$ cat config.mk
export PLATFORM = sky130hd
export DESIGN_NAME = axi_lite_master_bridge
export DESIGN_NICKNAME = d
export VERILOG_FILES = /design/src/rtl/axi_lite_master_bridge.sv
export SDC_FILE = /design/constraint.sdc
export NUM_CORES = 1
export LEC_CHECK = 0
export ABC_AREA = 1
export ABC_CLOCK_PERIOD_IN_PS = 1400
export BUFFER_PORTS_ARGS = -buffer_cell sky130_fd_sc_hd__buf_2
export CORE_MARGIN = 3
export CORE_UTILIZATION = 42
export CTS_BUF_LIST = sky130_fd_sc_hd__clkbuf_16
export DETAILED_ROUTE_END_ITERATION = 10
export PLACE_DENSITY = 0.82
export SLEW_MARGIN = 20
export SYNTH_ARGS = -nofsm -noshare
export SYNTH_HDL_FRONTEND = slang
export SYNTH_SLANG_ARGS = --single-unit
$ cat constraint.sdc
create_clock -name clk -period 1.4 [get_ports clk]
set_clock_uncertainty 0.2 [all_clocks]
set_input_delay 0.14 -clock clk [delete_from_list [all_inputs] [get_ports clk]]
set_output_delay 0.14 -clock clk [all_outputs]
set_load 0.02 [all_outputs]
$ cat src/rtl/axi_lite_master_bridge.sv
// axi_lite_master_bridge
// Single-outstanding AXI4-Lite master that turns the CPU core's simple
// request/response port into AXI4-Lite read and write transactions.
//
// Handshake rule, used on every channel on both sides:
//   - A transfer happens on the rising clock edge where valid and ready are both 1.
//   - Once a valid is raised, it and its payload stay stable until that edge.
//   - Every valid or ready this block drives is decoded from registered state only.
//     None of them depends combinationally on an input.
//   - The CPU port works the same way: a request is taken on the edge where
//     req_valid && req_ready.
//
// Optional feature: define AXI_TIMEOUT_EN to add a watchdog.
//   - The watchdog aborts a transaction that sits in a bus wait state for TIMEOUT cycles.
//   - It reports the abort as an error completion.
//   - The bridge then parks in HUNG until reset.
//
// The FSM state is visible as state_q for checker binding.
module axi_lite_master_bridge #(
  parameter int         ADDR_W  = 32,
  parameter int         DATA_W  = 32,
  parameter logic [2:0] PROT    = 3'b000,
  parameter int         TIMEOUT = 1023,
  localparam int        STRB_W  = DATA_W / 8
) (
  input  logic              clk,
  input  logic              rst_n,
  // CPU request / response port
  input  logic              req_valid,
  output logic              req_ready,
  input  logic              req_we,
  input  logic [ADDR_W-1:0] req_addr,
  input  logic [DATA_W-1:0] req_wdata,
  input  logic [STRB_W-1:0] req_wstrb,
  output logic              resp_valid,
  output logic [DATA_W-1:0] resp_rdata,
  output logic              resp_err,
  output logic              axi_error,
  // AXI4-Lite write address channel
  output logic [ADDR_W-1:0] axi_awaddr,
  output logic              axi_awvalid,
  input  logic              axi_awready,
  output logic [2:0]        axi_awprot,
  // AXI4-Lite write data channel
  output logic [DATA_W-1:0] axi_wdata,
  output logic [STRB_W-1:0] axi_wstrb,
  output logic              axi_wvalid,
  input  logic              axi_wready,
  // AXI4-Lite write response channel
  input  logic [1:0]        axi_bresp,
  input  logic              axi_bvalid,
  output logic              axi_bready,
  // AXI4-Lite read address channel
  output logic [ADDR_W-1:0] axi_araddr,
  output logic              axi_arvalid,
  input  logic              axi_arready,
  output logic [2:0]        axi_arprot,
  // AXI4-Lite read data channel
  input  logic [DATA_W-1:0] axi_rdata,
  input  logic [1:0]        axi_rresp,
  input  logic              axi_rvalid,
  output logic              axi_rready
);

  // Only 32- and 64-bit buses are supported, and the watchdog needs a positive limit.
  if (!(DATA_W == 32 || DATA_W == 64) || TIMEOUT < 1) begin : g_bad_params
    $error("axi_lite_master_bridge: DATA_W must be 32 or 64 and TIMEOUT >= 1");
  end

  typedef enum logic [2:0] {
    IDLE,
    RD_ADDR,
    RD_DATA,
    WR_REQ,
    WR_RESP,
    DONE
`ifdef AXI_TIMEOUT_EN
    , HUNG
`endif
  } state_t;

  state_t            state_q, state_d;
  logic [ADDR_W-1:0] addr_q;
  logic [DATA_W-1:0] wdata_q;
  logic [STRB_W-1:0] wstrb_q;
  logic [DATA_W-1:0] rdata_q;
  logic              err_q;
  logic              axi_error_q;
  logic              aw_done_q, w_done_q;
  logic              aw_hs, w_hs;
  logic              rresp_err, bresp_err;
  logic              bus_en;

  // Handshake strobes and error decode.
  // SLVERR (10) and DECERR (11) are failures; OKAY and EXOKAY are success.
  assign aw_hs     = axi_awvalid && axi_awready;
  assign w_hs      = axi_wvalid && axi_wready;
  assign rresp_err = (axi_rresp == 2'b10) || (axi_rresp == 2'b11);
  assign bresp_err = (axi_bresp == 2'b10) || (axi_bresp == 2'b11);

`ifdef AXI_TIMEOUT_EN
  localparam int WD_W = $clog2(TIMEOUT + 1);
  logic [WD_W-1:0] wd_cnt_q;
  logic            to_q;
  logic            wait_st;
  logic            timeout_hit;

  assign wait_st = (state_q == RD_ADDR) || (state_q == RD_DATA) ||
                   (state_q == WR_REQ)  || (state_q == WR_RESP);
  assign bus_en  = (state_q != HUNG);
`else
  assign bus_en  = 1'b1;
`endif

  // State register.
  always_ff @(posedge clk or negedge rst_n) begin
    if (!rst_n) state_q <= IDLE;
    else        state_q <= state_d;
  end

  // Next-state logic. A watchdog expiry overrides "no progress this cycle" only.
  always_comb begin
    state_d = state_q;
`ifdef AXI_TIMEOUT_EN
    timeout_hit = 1'b0;
`endif
    case (state_q)
      IDLE:    if (req_valid) state_d = req_we ? WR_REQ : RD_ADDR;
      RD_ADDR: if (axi_arready) state_d = RD_DATA;
      RD_DATA: if (axi_rvalid) state_d = DONE;
      WR_REQ:  if ((aw_done_q || aw_hs) && (w_done_q || w_hs)) state_d = WR_RESP;
      WR_RESP: if (axi_bvalid) state_d = DONE;
`ifdef AXI_TIMEOUT_EN
      DONE:    state_d = to_q ? HUNG : IDLE;
      HUNG:    state_d = HUNG;
`else
      DONE:    state_d = IDLE;
`endif
      default: state_d = IDLE;
    endcase
`ifdef AXI_TIMEOUT_EN
    if (wait_st && (state_d == state_q) && (wd_cnt_q == WD_W'(TIMEOUT - 1))) begin
      timeout_hit = 1'b1;
      state_d     = DONE;
    end
`endif
  end

  // Request latch, response capture, write-channel completion flags and sticky error.
  always_ff @(posedge clk or negedge rst_n) begin
    if (!rst_n) begin
      addr_q      <= '0;
      wdata_q     <= '0;
      wstrb_q     <= '0;
      rdata_q     <= '0;
      err_q       <= 1'b0;
      axi_error_q <= 1'b0;
      aw_done_q   <= 1'b0;
      w_done_q    <= 1'b0;
    end else begin
      if (state_q == IDLE && req_valid) begin
        addr_q  <= req_addr;
        wdata_q <= req_wdata;
        wstrb_q <= req_wstrb;
        rdata_q <= '0;
        err_q   <= 1'b0;
      end
      if (state_q == RD_DATA && axi_rvalid) begin
        rdata_q <= rresp_err ? '0 : axi_rdata;
        err_q   <= rresp_err;
      end
      if (state_q == WR_RESP && axi_bvalid) begin
        err_q <= bresp_err;
      end
`ifdef AXI_TIMEOUT_EN
      if (timeout_hit) begin
        rdata_q <= '0;
        err_q   <= 1'b1;
      end
`endif
      if (state_q == DONE && err_q) begin
        axi_error_q <= 1'b1;
      end
      // Each flag remembers its own handshake while both channels are still open.
      // Both flags clear whenever WR_REQ is left.
      if (state_q == WR_REQ && state_d == WR_REQ) begin
        aw_done_q <= aw_done_q | aw_hs;
        w_done_q  <= w_done_q | w_hs;
      end else begin
        aw_done_q <= 1'b0;
        w_done_q  <= 1'b0;
      end
    end
  end

`ifdef AXI_TIMEOUT_EN
  // Watchdog: restarts on every state change, counts while waiting on the bus.
  always_ff @(posedge clk or negedge rst_n) begin
    if (!rst_n) begin
      wd_cnt_q <= '0;
      to_q     <= 1'b0;
    end else begin
      if (state_d != state_q) wd_cnt_q <= '0;
      else if (wait_st)       wd_cnt_q <= wd_cnt_q + WD_W'(1);
      if (state_q == IDLE && req_valid) to_q <= 1'b0;
      if (timeout_hit)                  to_q <= 1'b1;
    end
  end
`endif

  // Port decode: every valid and ready is a function of registered state only.
  assign req_ready   = (state_q == IDLE);
  assign resp_valid  = (state_q == DONE);
  assign resp_rdata  = resp_valid ? rdata_q : '0;
  assign resp_err    = resp_valid && err_q;
  assign axi_error   = axi_error_q;

  assign axi_awvalid = (state_q == WR_REQ) && !aw_done_q;
  assign axi_wvalid  = (state_q == WR_REQ) && !w_done_q;
  assign axi_bready  = (state_q == WR_RESP);
  assign axi_arvalid = (state_q == RD_ADDR);
  assign axi_rready  = (state_q == RD_DATA);

  assign axi_awaddr  = bus_en ? addr_q  : '0;
  assign axi_araddr  = bus_en ? addr_q  : '0;
  assign axi_wdata   = bus_en ? wdata_q : '0;
  assign axi_wstrb   = bus_en ? wstrb_q : '0;
  assign axi_awprot  = bus_en ? PROT    : 3'b000;
  assign axi_arprot  = bus_en ? PROT    : 3'b000;

endmodule

==> flow_summary.ini <==
[status]
run_status = finished with violations
violations = setup timing

[synthesis]
synthCells = 599
synthTopCellsByArea = dfrtp_1, nand2_1, o21ai_2
synth_top_area_share_pct = 51.1
synthesis.area_mm2 = 0.00524
yosys.area.top_type = dfrtp_1
yosysSeqAreaShare_pct = 51.1
ys_seq_elements = 107
yosysWarnings = 0
synth.distinct_cells = 23
syn_avg_cell_area_um2 = 8.74

[cells_and_area]
nNetsFinal = 1104
mostFrequentLayoutCells = buf_2, inv_1, dlygate4sd3_1
final_common_cell = buf_2
fin_util_pct = 83.2
nFillCells = 560
drive_gt1_share_pct = 57.2
area_delta_synth_final_pct = 92.3
stdcell_area_mm2 = 0.0101

[job]
drv_cap = 0

[floorplan]
io_pins = 260
num_rows = 40
die_area_mm2 = 0.0138
core_mm2 = 0.0121
die_w_um = 118
die_y_um = 118
start_util_pct = 43.2

[worst_hold_path]
hold_start = req_valid
hold_depth = 5
whs_endpoint = state_q[1]
hp-class = in -> reg

[clocking]
root_buffer = clkbuf_16
cts_tree = built
clkTransAtPathRegs_ns = 0.07
clock_latency_ns = 0.34
htree_num_levels = 3
numCtsBuffers = 9
cts.sink_count = 107
clock_path_buffers = 2

[place]
hpwlAfterDp_mm = 9.53
port-buffer-count = 251
gp_congestion = 0.793
place_ws_ns = -0.225
placed_cell_area_mm2 = 0.00685

[worst_setup_path]
cp.arrival_ns = 1.55
rrSetupSlack_ns = -0.48
r2r-end = rdata_q[5]
slowest_delay_ns = 0.44
cp.buffers_inverters = 4
worstReg2RegStart = state_q[1]
path_max_fanout = 7
worstPathRequired_ns = 1.06
cp_top_family = buffers and inverters
end_kind = output pin
critPathSlowestCell = dfrtp_2
rr_worst_depth = 10
path_common_cell = buf_12
path_cells = inv_4 > nand3_4 > buf_12 > buf_12 > nor2_2 > buf_4
cp-start-kind = flop
worstSetupPathType = reg -> out

[grt]
grt_use_total_pct = 25.9
grt_pass1_vias = 5832
antenna_found_initial = 2
grt-ovfl-total = 0
grt_max_degree = 65
grt_pass1_wl_mm = 28.9

[route]
drt_iter0_drc = 515
wl_per_cell_um = 20.8
antenna_left = 0
vias = 5884
drc_errors = 0
firstDrtPassIters = 5
vias_per_cell = 5.05
drt_wl_total_mm = 24.2

[sta]
setup_viol = 147
final-hold-violation-count = 0
fmax_mhz = 529
rsz0062_at_grt = true
report.final.slew_viol_count = 0
setup_slack_ns = -0.490
fin_crit_ns = 1.89
post-route-period-util_pct = 135

[power]
ir_drop_mv = 1.34
power.density_mw_per_mm2 = 2190
p_leak_uw = 0.00530
[area by class of cell]
class	count	area [um2]	area share, %
repair buffers	441	3880	38.5
flip-flops and latches	107	2680	26.6
multi-input cells	316	2530	25.2
inverters	116	453	4.50
clock buffers	9	225	2.24
well taps	168	210	2.09
clock inverters	7	85.1	0.845
diodes	2	5.00	0.0497
[power breakdown]
| group | internal, uW | total, uW | switching, uW |
|---|---|---|---|
| registers | 4530 | 6200 | 1670 |
| clock network | 1550 | 2680 | 1130 |
| logic | 5740 | 13100 | 7390 |
| total | 11800 | 22000 | 10200 |
[cells by family after synthesis]
logic type	after synthesis	share of synthesized area [%]
compound gates	70	10.7
buf+inv	181	19.0
flops	107	51.1
other cells	1	0.0716
simple gates	240	19.1
[per-layer routing]
| layer | part of all wire [%] | vias to the layer above | track usage, % |
|---|---|---|---|
| met1 | 34 | 2858 | 27.3 |
| met4 | 5.2 | 0 | 13.7 |
| met2 | 53 | 395 | 47.6 |
| met3 | 7.3 | 108 | 5.86 |
| met5 | 0 | - | 0 |
| li1 | - | 2523 | - |
[flip-flops by register name, indices dropped and copies added (netlist names)]
signal      count
axi_araddr     32
axi_wdata      32
rdata_q        32
axi_wstrb       4
state_q         3
aw_done_q       1
axi_error       1
err_q           1
w_done_q        1
[timing repair]
item | CTS | global route
buffers inserted | 9 | 16
setup endpoints to repair | 144 | 147
endpoints found under the hold margin | 212 | 0
cloned | 3 | 17
gates resized for setup | 104 | 219
hold buffers | 110 | 0
pin swaps | 8 | 23
[cells in the mapped netlist]
library cell  instances
nand3_4               1
nand3_2               1
buf_2                 3
buf_6                21
inv_4                 1
o21ai_2              56
dfrtp_1             107
nand4_1               9
nand2_1             180
inv_2                 3
nor2_8                2
buf_4                41
conb_1                1
nand2_2               1
o21ai_1              12
nor3_1                2
nand3b_1              1
nor2_4                1
a21oi_1               2
or2_2                 1
nor2_1               38
nand3_1               3
inv_1               112
[worst register-to-register path, cell delays in order (launching register included)]
cell       delay [ns]
dfrtp_2          0.44
buf_6            0.14
nor2_4           0.12
buf_6            0.11
nand3_4          0.13
buf_12           0.18
nand2_8          0.07
inv_8            0.06
clkbuf_16        0.18
nand2_4          0.06
nand2_2          0.07
[how the worst max path moves through the flow]
stage	startpoint	end	cells after the start
final	state_q[1]	resp_rdata[1]	6
after global routing	state_q[1]	resp_rdata[1]	6
after CTS	state_q[1]	resp_rdata[1]	6
after detailed placement	state_q[2]	resp_rdata[31]	5
after global placement	state_q[2]	resp_rdata[31]	5
after floorplan	state_q[1]	axi_araddr[0]	7
[stage by stage]
step | hold slack, ns | total power (uW) | TNS, ns | cells
2_1_floorplan | -0.356 | 11500 | -2.73 | 604
3_3_place_gp | -0.253 | 13500 | -12.96 | 995
3_5_place_dp | -0.254 | 13800 | -17.91 | 995
4_1_cts | 0.0466 | 17500 | -41.76 | 1133
5_1_grt | 0.127 | 22900 | -68.57 | 1166
6_report | 0.103 | 22000 | -60.45 | 1166
No activity file was read; power rests on OpenSTA's default activity.
